### config.mk
export PLATFORM = sky130hd
export DESIGN_NAME = multi_cycle_measurer_flat
export DESIGN_NICKNAME = d
export VERILOG_FILES = /design/src/rtl/multi_cycle_measurer_if.sv /design/src/rtl/multi_cycle_measurer.sv /design/src/flat_wrapper.sv
export SDC_FILE = /design/constraint.sdc
export NUM_CORES = 1
export LEC_CHECK = 0
export ABC_AREA = 1
export CORE_MARGIN = 1
export CORE_UTILIZATION = 53
export DETAILED_ROUTE_END_ITERATION = 8
export PLACE_DENSITY = 0.8
export SYNTH_ARGS = -nofsm -noshare
export SYNTH_HDL_FRONTEND = slang
export SYNTH_SLANG_ARGS = --single-unit
### constraint.sdc
create_clock -name clk -period 1.63 [get_ports clk]
set_input_delay 0.326 -clock clk [delete_from_list [all_inputs] [get_ports clk]]
set_output_delay 0.326 -clock clk [all_outputs]
set_load 0.03 [all_outputs]
### src/rtl/multi_cycle_measurer_if.sv
// Bundles the per-channel START inputs, the statistics clear and all
// measurement outputs of multi_cycle_measurer into one port.
interface multi_cycle_measurer_if #(
    parameter int N_CH  = 4,
    parameter int OUT_W = 8
);
    logic [N_CH-1:0]       in_start;
    logic                  clr_stats;
    logic [N_CH*OUT_W-1:0] out_length;
    logic [N_CH-1:0]       out_valid;
    logic [N_CH-1:0]       out_sat;
    logic [N_CH*OUT_W-1:0] out_min;
    logic [N_CH*OUT_W-1:0] out_max;
    logic [N_CH-1:0]       out_armed;

    // Side that drives START pulses and reads the measurements.
    modport master (
        output in_start,
        output clr_stats,
        input  out_length,
        input  out_valid,
        input  out_sat,
        input  out_min,
        input  out_max,
        input  out_armed
    );

    // Measurer side.
    modport slave (
        input  in_start,
        input  clr_stats,
        output out_length,
        output out_valid,
        output out_sat,
        output out_min,
        output out_max,
        output out_armed
    );
endinterface

### src/rtl/multi_cycle_measurer.sv
// Multi-channel START period measurer. Each channel counts clk cycles between
// consecutive START samples, reports a prescaled saturating length with a
// one-cycle valid strobe, and keeps min/max/sticky-saturation statistics.
module multi_cycle_measurer #(
    parameter int N_CH  = 4,
    parameter int CNT_W = 32,
    parameter int OUT_W = 8,
    parameter int SHIFT = 23
) (
    input  logic                  clk,
    input  logic                  rst,
    multi_cycle_measurer_if.slave bus
);
    localparam logic [OUT_W-1:0] ALL_ONES = {OUT_W{1'b1}};

    logic [N_CH-1:0][OUT_W-1:0] len_arr;
    logic [N_CH-1:0][OUT_W-1:0] min_arr;
    logic [N_CH-1:0][OUT_W-1:0] max_arr;
    logic [N_CH-1:0]            valid_arr;
    logic [N_CH-1:0]            sat_arr;
    logic [N_CH-1:0]            armed_arr;

    genvar gi;
    generate
        for (gi = 0; gi < N_CH; gi++) begin : g_ch
            logic [CNT_W-1:0] cnt_reg;
            logic [CNT_W-1:0] cnt_next;
            logic [OUT_W-1:0] scaled;
            logic             start;
            logic             report;
            logic             scaled_full;
            logic             armed_reg;
            logic             valid_reg;
            logic             sat_reg;
            logic [OUT_W-1:0] len_reg;
            logic [OUT_W-1:0] min_reg;
            logic [OUT_W-1:0] max_reg;

            assign start       = bus.in_start[gi];
            assign scaled      = cnt_reg[SHIFT+OUT_W-1:SHIFT];
            assign scaled_full = (scaled == ALL_ONES);
            // A START only produces a report once the channel has been armed
            // by an earlier START; the very first one just opens the interval.
            assign report      = start && armed_reg;
            // Counter freezes once the reported field is all-ones so a very
            // long gap reads as saturated instead of wrapping to a small value.
            assign cnt_next    = start       ? CNT_W'(1) :
                                 scaled_full ? cnt_reg   :
                                               cnt_reg + CNT_W'(1);

            // Cycle counter: restarts at 1 on every START, runs even while disarmed.
            always_ff @(posedge clk) begin
                if (rst) cnt_reg <= '0;
                else     cnt_reg <= cnt_next;
            end

            // Armed flag: set by the first START after reset, cleared only by reset.
            always_ff @(posedge clk) begin
                if (rst)        armed_reg <= 1'b0;
                else if (start) armed_reg <= 1'b1;
            end

            // Length report and its one-cycle strobe; length holds between reports.
            always_ff @(posedge clk) begin
                if (rst) begin
                    len_reg   <= '0;
                    valid_reg <= 1'b0;
                end else begin
                    valid_reg <= report;
                    if (report) len_reg <= scaled;
                end
            end

            // Min/max/sticky saturation; a clear coinciding with a report seeds
            // the statistics from that report rather than discarding it.
            always_ff @(posedge clk) begin
                if (rst) begin
                    min_reg <= ALL_ONES;
                    max_reg <= '0;
                    sat_reg <= 1'b0;
                end else if (bus.clr_stats) begin
                    if (report) begin
                        min_reg <= scaled;
                        max_reg <= scaled;
                        sat_reg <= scaled_full;
                    end else begin
                        min_reg <= ALL_ONES;
                        max_reg <= '0;
                        sat_reg <= 1'b0;
                    end
                end else if (report) begin
                    if (scaled < min_reg) min_reg <= scaled;
                    if (scaled > max_reg) max_reg <= scaled;
                    if (scaled_full)      sat_reg <= 1'b1;
                end
            end

            assign len_arr[gi]   = len_reg;
            assign min_arr[gi]   = min_reg;
            assign max_arr[gi]   = max_reg;
            assign valid_arr[gi] = valid_reg;
            assign sat_arr[gi]   = sat_reg;
            assign armed_arr[gi] = armed_reg;
        end
    endgenerate

    assign bus.out_length = len_arr;
    assign bus.out_min    = min_arr;
    assign bus.out_max    = max_arr;
    assign bus.out_valid  = valid_arr;
    assign bus.out_sat    = sat_arr;
    assign bus.out_armed  = armed_arr;
endmodule

### src/flat_wrapper.sv
// flat-port wrapper written by rule: the top's interface ports become plain ports
module multi_cycle_measurer_flat 
#(
    parameter int N_CH  = 4,
    parameter int CNT_W = 32,
    parameter int OUT_W = 8,
    parameter int SHIFT = 23
)
  (clk, rst, bus_in_start, bus_clr_stats, bus_out_length, bus_out_valid, bus_out_sat, bus_out_min, bus_out_max, bus_out_armed);
  multi_cycle_measurer_if #(.N_CH(N_CH), .OUT_W(OUT_W)) bus_i ();
  input  logic clk;
  input  logic rst;
  input wire logic [$bits(bus_i.in_start)-1:0] bus_in_start;
  input wire logic [$bits(bus_i.clr_stats)-1:0] bus_clr_stats;
  output wire logic [$bits(bus_i.out_length)-1:0] bus_out_length;
  output wire logic [$bits(bus_i.out_valid)-1:0] bus_out_valid;
  output wire logic [$bits(bus_i.out_sat)-1:0] bus_out_sat;
  output wire logic [$bits(bus_i.out_min)-1:0] bus_out_min;
  output wire logic [$bits(bus_i.out_max)-1:0] bus_out_max;
  output wire logic [$bits(bus_i.out_armed)-1:0] bus_out_armed;
  assign bus_i.in_start = bus_in_start;
  assign bus_i.clr_stats = bus_clr_stats;
  assign bus_out_length = bus_i.out_length;
  assign bus_out_valid = bus_i.out_valid;
  assign bus_out_sat = bus_i.out_sat;
  assign bus_out_min = bus_i.out_min;
  assign bus_out_max = bus_i.out_max;
  assign bus_out_armed = bus_i.out_armed;
  multi_cycle_measurer #(.N_CH(N_CH), .CNT_W(CNT_W), .OUT_W(OUT_W), .SHIFT(SHIFT)) u_core (.clk(clk), .rst(rst), .bus(bus_i));
endmodule
==> results.yml <==
final_layout:
  layout-area-overhead-vs-synth_pct: 39.50
  fin_util_pct: 75.36
  antenna-diode-count: 0
  final_layout_size_suffix_gt1_share_pct: 29.98
  finish.net_count: 2197
  number_of_flip_flops_in_the_largest_register: 124
logic_synthesis:
  ys_ff_latch: 232
  synth_area_leaders: "sky130_fd_sc_hd__dfxtp_1, sky130_fd_sc_hd__nand2_1, sky130_fd_sc_hd__nand3_1, sky130_fd_sc_hd__inv_1, sky130_fd_sc_hd__ha_1"
  mappedNetlistNets: 1943
  postSynthAreaPerCell_um2: 6.773
  netlist-cell-type-count: 45
  netlist_instances: 1872
  synth_warnings: 0
  syn-cell-area_um2: 12680
  yosysTopAreaCell: "sky130_fd_sc_hd__dfxtp_1"
  synth-edff-count: 0
  synth_common_cells: "sky130_fd_sc_hd__nand2_1, sky130_fd_sc_hd__inv_1, sky130_fd_sc_hd__dfxtp_1"
  synth_top_flop_cell: "sky130_fd_sc_hd__dfxtp_1"
  synth_sequential_area_ratio_pct: 36.63
  postSynth.asyncResetShare_pct: 0
  cell_with_the_most_instances_after_synthesis: "sky130_fd_sc_hd__nand2_1"
  synth_top_cell_area_share_pct: 36.63
detailed_routing:
  routed_via_density: 5.587
  first_pass_iters: 6
  drcViolationCount: 0
  drt-wirelength-per-cell_um: 16.48
  route.final.wire_length_um: 40610
  detailedRoute.firstIterationViolations: 1082
  antenna_left: 0
  vias: 13770
timing:
  fin_tns_setup_ns: -1.208
  clock.fmax_ghz: 0.5681
  slew_headroom_pct: 64.22
  worst-slew-pin-transition_ns: 0.5355
  final_min_period_over_clock_period_pct: 108.0
  rsz_0062_raised_after_global_routing: "true"
  timing.hold.ws_ns: 0.2592
  timing.clock.skew_ns: 0.008651
  post_route_setup_slack_ns: -0.1301
  report.final.hold_viol_count: 0
  finalWorstPathRequiredPeriod_ns: 1.760
  finalMaxSlewViolations: 0
  finalSetupViolations: 26
status:
  violations: "negative setup slack"
  status: "finished, violations left"
power_and_ir_drop:
  irDropWorstVdd_v: 0.0006365
  power.density_nw_per_um2: 756.6
  leakagePower_nw: 7.580
setup_path:
  worst_r2r_path_depth: 10
  r2r_slack_ns: -0.13
  worstPathArrival_ns: 2.21
  total_number_of_cells_along_the_worst_setup_path: 10
  timing.critical_path.to_type: "register"
  r2r_start: "u_core.g_ch[3].max_reg[7]"
  worst-setup-path-type: "reg2reg"
  worst_path_max_delay_cell: "sky130_fd_sc_hd__dfxtp_4"
  worst_r2r_endpoint: "u_core.g_ch[3].max_reg[3]"
  worst_path_cell_trace: "inv_1 -> ha_4 -> nand2_2 -> nor2_4 -> nand4_1 -> nand2_1 -> nand2_2 -> nand2_4 -> nand2_1 -> a21oi_1"
  critical-path-max-stage-delay_ns: 0.35
  timing.critical_path.to: "u_core.g_ch[3].max_reg[3]"
  worst-endpoint-required_ns: 2.08
  worst_path_dominant_cell_family: "simple AND/OR/NAND/NOR gates"
  critical_path.max_fanout: 8
  startpoint_type: "register"
  worstSetupStartpoint: "u_core.g_ch[3].max_reg[7]"
  critical_path_buf_inv_count: 1
grt:
  number_of_global_route_vias_before_repair: 12610
  grt_usage_pct: 28.81
  grt_antenna_before_repair: 0
  grt_first_pass_wirelength_um: 58320
  global_route.overflow_total: 0
  grt_start_max_net_pins: 36
floorplan:
  ioPinCount: 115
  initial_core_util_pct: 54.02
  floorplan.die.width_um: 156.7
  coreArea_um2: 23470
  floorplan_die_area_um2: 24550
  chipHeight_um: 156.7
  rows: 56
placed_design:
  detailed_place_hpwl_um: 26270
  buffer_ports.inserted: 114
  gp_congestion: 0.9474
clock_network:
  worst_setup_hold_path_clk_slew_ns: 0.06
  holdBufCountCts: 0
  worst_skew_pair.late_latency_ns: 0.53
  tritoncts_clock_tree: "built"
  clock_sink_count: 232
  numCtsBuffers: 26
  cts.htree.levels: 1
  clock_tree.buffer_depth: 3
  clock-root-buffer: "sky130_fd_sc_hd__clkbuf_16"
worst_hold_path:
  worst_hold_path_type: "in2reg"
flow_run:
  drv.max_cap_violation_count: 0
## power breakdown
part / total, W / internal (W) / switching [W]
registers: 0.00585 / 0.00574 / 0.000106
clock network: 0.00631 / 0.00391 / 0.00240
logic: 0.00122 / 0.000442 / 0.000782
total: 0.0134 / 0.0101 / 0.00328
## per-stage QoR
stage               power, W  cell area [um2]  setup WS [ns]  instances
floorplan           0.006615            12780       0.002446       1872
global placement    0.007100            15260       -0.09124       2396
detailed placement  0.007131            15260        -0.1856       2396
CTS                  0.01333            16250      0.0004582       2444
global route         0.01378            17690        -0.2125       2464
finish               0.01338            17690        -0.1301       2464
## what timing repair did
| action | 4_1_cts | 5_1_grt |
|---|---|---|
| buffers inserted | 1 | 19 |
| cloned | 0 | 1 |
| resized for setup | 211 | 390 |
| pin swaps | 19 | 122 |
| setup endpoints to repair | 164 | 184 |
## cell families (layout without fill, tap and decap cells)
logic type	Yosys count	count (layout)	share of synthesized area [%]
compound gates	275	275	11.24
xor+xnor	18	18	1.243
fa+ha+maj	64	64	6.315
buf+inv	327	599	10.30
flops	232	232	36.63
simple gates	956	957	34.27
## metal layers
| layer | vias to the layer above | share of wire, % | global-route usage [%] | routed length, um |
|---|---|---|---|---|
| met2 | 554 | 51 | 52.13 | 20570 |
| met4 | 0 | 3.7 | 10.55 | 1515 |
| met3 | 147 | 5.8 | 3.489 | 2355 |
| li1 | 6607 | - | - | - |
| met5 | - | 0 | 0 | 0 |
| met1 | 6458 | 40 | 34.80 | 16170 |
## area by class of cell
cell class | instances | area (um2)
multi-input cells | 1314 | 7948
inverters | 268 | 1021
well taps | 319 | 399.1
clock inverters | 13 | 161.4
flip-flops and latches | 232 | 4860
clock buffers | 34 | 764.5
repair buffers | 284 | 2535
fillers | 1607 | 5784
## worst min path at each step
stage                                     end                       from  slack, ns  cells after the start
global route        u_core.g_ch[3].cnt_reg[0]                        rst       0.26                      2
CTS                  u_core.g_ch[3].armed_reg                        rst       0.22                      2
finish               u_core.g_ch[3].armed_reg                        rst       0.26                      2
detailed placement  u_core.g_ch[1].len_reg[5]  u_core.g_ch[1].len_reg[5]       0.46                      2
floorplan            u_core.g_ch[0].armed_reg            bus_in_start[0]       0.44                      2
global placement    u_core.g_ch[2].max_reg[4]  u_core.g_ch[2].max_reg[4]       0.46                      2
## layout by cell type (no fill, tap or decap), types with 21 or more instances in the layout
| cell | Yosys | final |
|---|---|---|
| sky130_fd_sc_hd__nand2_1 | 430 | 379 |
| sky130_fd_sc_hd__inv_1 | 246 | 220 |
| sky130_fd_sc_hd__nand3_1 | 202 | 173 |
| sky130_fd_sc_hd__nor2_1 | 181 | 152 |
| sky130_fd_sc_hd__buf_4 | 13 | 142 |
| sky130_fd_sc_hd__dfxtp_1 | 232 | 138 |
| sky130_fd_sc_hd__a21oi_1 | 150 | 113 |
| sky130_fd_sc_hd__o21ai_0 | 101 | 80 |
| sky130_fd_sc_hd__dfxtp_2 | 0 | 55 |
| sky130_fd_sc_hd__nand2_2 | 13 | 51 |
| sky130_fd_sc_hd__dfxtp_4 | 0 | 39 |
| sky130_fd_sc_hd__inv_2 | 14 | 38 |
| sky130_fd_sc_hd__clkdlybuf4s15_1 | 0 | 38 |
| sky130_fd_sc_hd__dlygate4sd2_1 | 0 | 38 |
| sky130_fd_sc_hd__nand4_1 | 36 | 36 |
| sky130_fd_sc_hd__a21oi_2 | 0 | 35 |
| sky130_fd_sc_hd__ha_4 | 0 | 31 |
| sky130_fd_sc_hd__nand3_2 | 3 | 30 |
| sky130_fd_sc_hd__ha_1 | 64 | 29 |
| sky130_fd_sc_hd__clkbuf_16 | 0 | 29 |
| sky130_fd_sc_hd__nor2_2 | 7 | 26 |
| sky130_fd_sc_hd__nor3_1 | 39 | 25 |
| sky130_fd_sc_hd__clkdlybuf4s15_2 | 0 | 22 |
| sky130_fd_sc_hd__nor3_2 | 10 | 21 |
## worst register-to-register path, delay by kind of cell, from the launching register on
kind / cells / cell delay [ns]
AOI/OAI and AO/OA: 1 / 0.16
and+or+nand+nor: 7 / 0.78
buffers and inverters: 1 / 0.09
adders and majority gates: 1 / 0.30
DFF: 1 / 0.35
No activity file was read; power rests on OpenSTA's default activity.
